File: config.mk
export PLATFORM = sky130hd
export DESIGN_NAME = mem_responder
export DESIGN_NICKNAME = d
export VERILOG_FILES = /design/src/rtl/mem_responder.sv
export SDC_FILE = /design/constraint.sdc
export NUM_CORES = 2
export LEC_CHECK = 0
export BUFFER_PORTS_ARGS = -buffer_cell sky130_fd_sc_hd__buf_4
export CORE_AREA = 3 3 484 486
export CTS_CLUSTER_SIZE = 25
export DETAILED_ROUTE_END_ITERATION = 10
export DIE_AREA = 0 0 487 489
export GPL_ROUTABILITY_DRIVEN = 0
export PLACE_DENSITY = 0.52
export SYNTH_ARGS = -nofsm -noshare
export SYNTH_HDL_FRONTEND = slang
export SYNTH_SLANG_ARGS = --single-unit
File: constraint.sdc
create_clock -name clk_i -period 4.4 [get_ports clk_i]
set_input_delay 0.44 -clock clk_i [delete_from_list [all_inputs] [get_ports clk_i]]
set_output_delay 0.44 -clock clk_i [all_outputs]
set_load 0.03 [all_outputs]
File: src/rtl/mem_responder.sv
// Byte-addressed little-endian memory responder: one request at a time over valid/ready
// request and response channels, with a programmable number of wait cycles per access.
module mem_responder #(
  parameter int unsigned DEPTH_WORDS = 64,
  parameter int unsigned ADDR_W      = 8,
  parameter int unsigned LATENCY     = 2
) (
  input  logic              clk_i,
  input  logic              rst_ni,
  input  logic              req_valid_i,
  output logic              req_ready_o,
  input  logic              req_write_i,
  input  logic [2:0]        req_funct3_i,
  input  logic [ADDR_W-1:0] req_addr_i,
  input  logic [31:0]       req_wdata_i,
  output logic              resp_valid_o,
  input  logic              resp_ready_i,
  output logic [31:0]       resp_rdata_o,
  output logic              resp_err_o
);

  typedef enum logic [1:0] {
    ST_IDLE,
    ST_WAIT,
    ST_RESP
  } state_e;

  localparam logic [2:0] F3_B  = 3'b000;
  localparam logic [2:0] F3_H  = 3'b001;
  localparam logic [2:0] F3_W  = 3'b010;
  localparam logic [2:0] F3_BU = 3'b100;
  localparam logic [2:0] F3_HU = 3'b101;

  state_e              state_q, state_d;
  logic [3:0]          cnt_q, cnt_d;
  logic                write_q, write_d;
  logic [2:0]          funct3_q, funct3_d;
  logic [ADDR_W-1:0]   addr_q, addr_d;
  logic [31:0]         wdata_q, wdata_d;
  logic [31:0]         rdata_q, rdata_d;
  logic                err_q, err_d;

  logic [31:0]         mem_q [DEPTH_WORDS];
  logic [ADDR_W-3:0]   word_idx;
  logic [31:0]         word;
  logic [31:0]         byte_shift;
  logic [7:0]          byte_sel;
  logic [15:0]         half_sel;
  logic                legal;
  logic                misaligned;
  logic                acc_err;
  logic [31:0]         load_data;
  logic [3:0]          byte_en;
  logic [31:0]         store_lanes;
  logic                commit;
  logic                mem_we;

  // Access decode works on the registered request so it is stable for the whole WAIT phase.
  assign word_idx   = addr_q[ADDR_W-1:2];
  assign word       = mem_q[word_idx];
  assign byte_shift = word >> {addr_q[1:0], 3'b000};
  assign byte_sel   = byte_shift[7:0];
  assign half_sel   = addr_q[1] ? word[31:16] : word[15:0];

  // NOTE: combinational blocks use blocking '=' and give every output a default first,
  // so no path leaves a variable unassigned and no latch is inferred.
  always_comb begin
    legal      = 1'b0;
    misaligned = 1'b0;
    load_data  = '0;
    case (funct3_q)
      F3_B: begin
        legal     = 1'b1;
        load_data = {{24{byte_sel[7]}}, byte_sel};
      end
      F3_H: begin
        legal      = 1'b1;
        misaligned = addr_q[0];
        load_data  = {{16{half_sel[15]}}, half_sel};
      end
      F3_W: begin
        legal      = 1'b1;
        misaligned = |addr_q[1:0];
        load_data  = word;
      end
      F3_BU: begin
        legal     = !write_q;
        load_data = {24'd0, byte_sel};
      end
      F3_HU: begin
        legal      = !write_q;
        misaligned = addr_q[0];
        load_data  = {16'd0, half_sel};
      end
      default: begin
        legal = 1'b0;
      end
    endcase
    acc_err = !legal || misaligned;
  end

  // Store data is replicated across lanes; the byte enables pick the lanes that land.
  always_comb begin
    byte_en     = 4'b0000;
    store_lanes = wdata_q;
    case (funct3_q[1:0])
      2'b00: begin
        byte_en     = 4'b0001 << addr_q[1:0];
        store_lanes = {4{wdata_q[7:0]}};
      end
      2'b01: begin
        byte_en     = addr_q[1] ? 4'b1100 : 4'b0011;
        store_lanes = {2{wdata_q[15:0]}};
      end
      2'b10: begin
        byte_en     = 4'b1111;
        store_lanes = wdata_q;
      end
      default: begin
        byte_en = 4'b0000;
      end
    endcase
  end

  always_comb begin
    state_d      = state_q;
    cnt_d        = cnt_q;
    write_d      = write_q;
    funct3_d     = funct3_q;
    addr_d       = addr_q;
    wdata_d      = wdata_q;
    rdata_d      = rdata_q;
    err_d        = err_q;
    req_ready_o  = 1'b0;
    resp_valid_o = 1'b0;
    commit       = 1'b0;
    case (state_q)
      ST_IDLE: begin
        req_ready_o = 1'b1;
        if (req_valid_i) begin
          write_d  = req_write_i;
          funct3_d = req_funct3_i;
          addr_d   = req_addr_i;
          wdata_d  = req_wdata_i;
          cnt_d    = 4'(LATENCY);
          state_d  = ST_WAIT;
        end
      end
      ST_WAIT: begin
        if (cnt_q == 4'd0) begin
          commit  = 1'b1;
          state_d = ST_RESP;
          err_d   = acc_err;
          rdata_d = (acc_err || write_q) ? 32'd0 : load_data;
        end else begin
          cnt_d = cnt_q - 4'd1;
        end
      end
      ST_RESP: begin
        resp_valid_o = 1'b1;
        if (resp_ready_i) begin
          state_d = ST_IDLE;
          rdata_d = '0;
          err_d   = 1'b0;
        end
      end
      default: begin
        state_d = ST_IDLE;
      end
    endcase
  end

  assign resp_rdata_o = rdata_q;
  assign resp_err_o   = err_q;
  assign mem_we       = commit && write_q && !acc_err;

  // NOTE: sequential state uses non-blocking '<=' so every register samples pre-edge values.
  always_ff @(posedge clk_i or negedge rst_ni) begin
    if (!rst_ni) begin
      state_q  <= ST_IDLE;
      cnt_q    <= '0;
      write_q  <= 1'b0;
      funct3_q <= '0;
      addr_q   <= '0;
      wdata_q  <= '0;
      rdata_q  <= '0;
      err_q    <= 1'b0;
    end else begin
      state_q  <= state_d;
      cnt_q    <= cnt_d;
      write_q  <= write_d;
      funct3_q <= funct3_d;
      addr_q   <= addr_d;
      wdata_q  <= wdata_d;
      rdata_q  <= rdata_d;
      err_q    <= err_d;
    end
  end

  // NOTE: the memory array has no reset; a store dropped by reset never reaches commit
  // because the FSM leaves WAIT asynchronously.
  always_ff @(posedge clk_i) begin
    if (mem_we) begin
      for (int i = 0; i < 4; i++) begin
        if (byte_en[i]) begin
          mem_q[word_idx][8*i +: 8] <= store_lanes[8*i +: 8];
        end
      end
    end
  end

endmodule

# [Yosys cells after proc, flatten, opt, wreduce, memory -nomap -nowiden]
# Memory sizes are Yosys's and may differ from the RTL's.
# Index checks and enable logic that the tools add are counted.
[word_totals] regBits=83 ram_bits=2048 in_bits=48 word_cells=82 memories=1
[classes] n_addsub=1 eq_ne=12 shift=2 mux=37 n_reduce_logical=21
[memory_table] memory="mem_q" words=64 word_bits=32 rd=1 rd_clocked_by_memory_dff=0 write_ports=1 line="43" rtl="logic [31:0] mem_q [DEPTH_WORDS];"
[op_table] op="32-bit case mux with 5 select lines" n=1
[op_table] op="32-bit case mux with 2 select lines" n=2
[op_table] op="32-bit two-way mux" n=3
[op_table] op="32-bit by 5-bit >> shifter with 8-bit output" n=1
[op_table] op="1-bit two-way mux" n=18
[op_table] op="16-bit two-way mux" n=1
[op_table] op="4-bit two-way mux" n=3
[op_table] op="4-bit case mux with 3 select lines" n=1
[op_table] op="3-bit AND reduction" n=3
[op_table] op="2-bit inequality test (second input constant)" n=4
[op_table] op="4-bit case mux with 2 select lines" n=1
[op_table] op="3-bit == test (second input constant)" n=2
[op_table] op="2-bit two-way mux" n=3
[op_table] op="1-bit case mux with 2 select lines" n=3
[op_table] op="2-bit case mux with 3 select lines" n=1
[op_table] op="2-bit OR reduction" n=3
[op_table] op="2-bit by 1-bit == test with 1-bit output (second input constant)" n=2
[op_table] op="2-bit == test (second input constant)" n=2
[op_table] op="2-bit logical NOT" n=2
[op_table] op="4-bit logical NOT" n=1
[op_table] op="2-bit nonzero test" n=2
[op_table] op="1-bit by 2-bit left shift with 4-bit output (first input constant)" n=1
[op_table] op="4-bit by 1-bit subtractor with 4-bit output (second input constant)" n=1
[op_table] op="3-bit by 1-bit == test with 1-bit output (second input constant)" n=1
[op_table] op="other kinds (7)" n=11

# [Longest topological paths before layout]
[depth] ltp_word=9 depth_mapped=15

# [Worst setup path before layout]
# Ideal clock, no wire load.
[synth_timing] kind="reg2reg" from="register wdata_q[0]" to="memory mem_q[0][24] (data pin)" arrival_ns=3.781 required_ns=3.698 setup_slack_ns=-0.083 stages_incl_launch_ff=3 path_buffers=0 cell_sequence="dfrtp_1 mux2i_1 o21ai_0"
[synth_between] elab_chain_len=1
[synth_lines] element="from (decl)" line="39" rtl="logic [31:0] wdata_q, wdata_d;"
[synth_lines] element="from (signal assigned)" line="194" rtl="wdata_q <= wdata_d;"
[synth_lines] element="32-bit case mux with 2 select lines" line="106" rtl="case (funct3_q[1:0])"
[synth_lines] element="net store_lanes[24]" line="54" rtl="logic [31:0] store_lanes;"
[synth_lines] element="to (decl)" line="43"
# The timed path passes the listed nets, and every way through them passes these cells.

# [Final worst setup path]
[layout_timing] from="register addr_q[4]" to="register rdata_q[4], in the netlist resp_rdata_o[4]"
[layout_between] elab_chain_len=6
[layout_lines] element="from (decl)" line="38" rtl="logic [ADDR_W-1:0] addr_q, addr_d;"
[layout_lines] element="from (signal assigned)" line="193" rtl="addr_q <= addr_d;"
[layout_lines] element="memory 64 x 32 bit *"
[layout_lines] element="32-bit by 5-bit >> shifter with 8-bit output / 16-bit two-way mux (equally long branches)" line="61, 63"
[layout_lines] element="32-bit case mux with 5 select lines *" line="71" rtl="case (funct3_q)"
[layout_lines] element="32-bit two-way mux *" line="154" rtl="rdata_d = (acc_err || write_q) ? 32'd0 : load_data;"
[layout_lines] element="32-bit two-way mux *" line="150" rtl="if (cnt_q == 4'd0) begin"
[layout_lines] element="32-bit case mux with 2 select lines *" line="137" rtl="case (state_q)"
[layout_lines] element="to (signal assigned)" line="195" rtl="rdata_q <= rdata_d;"
[layout_lines] element="to (decl)" line="40" rtl="logic [31:0] rdata_q, rdata_d;"
# Every way passes the cells marked *; elsewhere a longest branch is shown, timed or not. The select of a mux whose other input is x is not followed.
# A chain may end at the register's enable or synchronous reset.

==> out/qor.txt <==
Status: finished with violations
Violated checks: setup timing
Fin crit share: 100%
Pwr/cell area: 725 nW/µm²
Met1 WL: 118 mm
TritonCTS clock tree: built
Clk root buf: clkbuf_16
DP HPWL: 199 mm
Clk slew on worst S/H paths: 60 ps
Initial antenna violation count: 17
Placeable Area: 230,000 µm²
H-tree levels: 4
1st-iter DRT viols: 7,220
Launch point of the worst reg-to-reg path: addr_q[4]
Slowest stage delay, CP: 890 ps
VDD IR-drop max: 491 µV
Synth-to-Final Area Change: 18.4%
Critical path startpoint: addr_q[4]
Die height: 489 µm
Antenna-violating nets left: 0
Comb pwr share: 35.6%
Internal power: 0.0441 W
Critical path peak fanout: 56
Slew @ Worst Pin: 1320 ps
Most used cell, CP: o22ai_1
Final Hold Fails: 0
DR WL met3: 31.0 mm
Met2 Routed Length: 140 mm
Via count: 51.3k
NetSw: 0.0269 W
CP Capture Type: register
Most common cell after layout, fill and taps aside: edfxtp_1
Crit Path Category: register to register
First-pass GRT wire length: 417 mm
Initial core utilization: 36.0%
Async S/R FF share, synth: 3.89%
Leakage: 31.8 nW
YS warnings: 0
Avg Inst Size Synth: 17.2 µm²
Top-level port count: 83
Clk pwr share: 25.2%
Clk buf depth: 3
Worst-path cell chain: buf_12, nand2b_2, o22ai_1, a221oi_1, o22ai_1, a2111oi_1, and3_1, nor2_1, a2111o_1
Share of cells above drive strength 1: 22.8%
Clock Skews: 45.3 ps
CP delay by family, top: compound AO/OA/AOI/OAI gates
Sw frac: 37.9%
Max-cap viol count: 0
Port Buf Inserts: 82
Total gr overflow: 0
Register share of total power: 39.1%
Vias in the first global route: 49.4k
Most frequent cells in the layout: edfxtp_1 (2,048), buf_4 (615), nor2_1 (339)
Max Fclk: 0.227 GHz
Place WS: -361 ps
Cells after Synth: 4,803
Seq/Total Area, Yosys: 76.8%
Flops & latches, synth: 2,131
Hold Crit Class: input port to asynchronous set/reset pin
# DRC: 0
Synth unique cells: 84
Number of flops mapped to enable cells by yosys: 2,048
Final Max Tran Viols: 0
1st-pass router iterations: 7
Die width: 487 µm
Main area contributors after synthesis: edfxtp_1 (74%), mux2i_1 (2.9%), a22oi_1 (2.8%)
Final WS setup: -4.36 ps
Die footprint: 238,000 µm²
Wire per inst: 35.5 µm
TritonCTS Buffers: 222
Unrepaired setup endpoints after global routing: no
FP Rows: 176
GRT Overall Usage: 25.3%
Primary FF master, synth: edfxtp_1
Drt via density: 5.96
Top Metal Used: met5
Setup violators final: 1
# nets final: 5,444
CP Data Arrival Time: 5170 ps
Cell taking the most area after synthesis: edfxtp_1
Fin Hold WS: 216 ps
Detailed Route WL: 306 mm
Mapped Area: 82,800 µm²
Slew headroom: 11.9%
CP Buf/Inv Count: 1
Top cell type's share of synthesized area: 74.3%
Syn nets: 4,853
Sink Count: 2,131
Layout Utilization: 42.6%
Filler cells: 20.4k
Startpoint types: register
Worst EP required: 5170 ps
Crit-path slowest cell: dfrtp_4
Largest net degree at the start of global routing: 66
Skew-Pair Late Insertion Delay: 890 ps
Fin crit period: 4400 ps
-- sequential cells by signal (all words and copies together), names as in the netlist --
| signal | cells |
|---|---|
| addr_q | 8 |
| cnt_q | 4 |
| funct3_q | 3 |
| mem_q | 2048 |
| resp_err_o | 1 |
| resp_rdata_o | 32 |
| state_q | 2 |
| wdata_q | 32 |
| write_q | 1 |
-- per-layer routing --
metal / up-vias / global-route usage, %
met5: - / 0.302
met4: 18 / 12.3
met3: 624 / 6.22
met2: 2985 / 39.2
met1: 26900 / 33.3
li1: 20800 / -
-- final timing paths --
kind | cells after the start | end | slack, ps
max in group asynchronous | 3 | addr_q[3] | 3130
setup reg to reg | 9 | resp_rdata_o[4] | -4
setup / recovery | 9 | resp_rdata_o[4] | -4
hold / removal | 2 | cnt_q[0] | 220
min in group clk_i | 3 | wdata_q[3] | 340
hold reg to reg | 1 | wdata_q[20] | 510
-- repair_timing --
item                                    in CTS  in global routing
endpoints found under the hold margin      111                  0
hold buffers                                47                  0
endpoints found under the setup margin       2                  0
setup buffers                                0                  0
resized for setup                            2                  0
-- cell families (layout without fill, tap and decap cells) --
logic type	Yosys count	after routing	share of synthesized area [%]
xor+xnor	2	2	0.0212
fa+ha+maj	2	2	0.0302
flops	2131	2131	76.8
simple gates	736	736	4.10
mux	465	465	6.92
compound gates	1115	1115	10.0
buf+inv	352	1131	2.13
other cells	0	6	0
-- synth_stat cells, drive strengths merged, types with 20 or more instances --
master,n
clkbuf,134
a21oi,119
nor4,21
a221o,54
mux2,159
o22ai,74
nand2,193
mux4,70
a22oi,307
a222oi,20
a22o,77
a31oi,69
nor2,343
edfxtp,2048
dfrtp,83
o21ai,97
o2bb2ai,24
nand3,24
a221oi,137
buf,205
mux2i,236
-- per-stage QoR --
stage | std cells | setup TNS [ps] | total power (W) | cell area, µm²
3_5_place_dp | 8149 | -525 | 0.0531 | 90700
2_1_floorplan | 4803 | 0 | 0.0399 | 82800
5_1_grt | 8610 | 0 | 0.0728 | 98000
3_3_place_gp | 8149 | -449 | 0.0528 | 90700
4_1_cts | 8608 | 0 | 0.0709 | 98000
6_report | 8614 | -4.36 | 0.0710 | 98000
-- layout make-up --
cell class / instances / area, µm² / area share (%)
Antenna cell: 6 / 15.0 / 0.0153
Clock buffer: 285 / 5950 / 6.07
Clock inverter: 127 / 907 / 0.925
Inverter: 13 / 56.3 / 0.0574
Multi-Input combinational cell: 2320 / 17700 / 18.1
Sequential cell: 2131 / 63600 / 64.9
Tap cell: 3026 / 3790 / 3.86
Timing Repair Buffer: 706 / 5970 / 6.09
-- power groups by stage --
stage	Sequential [W]	Combinational, W	Clock [W]
after global routing	0.0278	0.0260	0.0190
final	0.0278	0.0253	0.0179
after floorplan	0.0281	0.0118	0
after detailed placement	0.0282	0.0249	0
after global placement	0.0282	0.0247	0
after CTS	0.0278	0.0250	0.0181
Power figures use the tool's default switching activity.
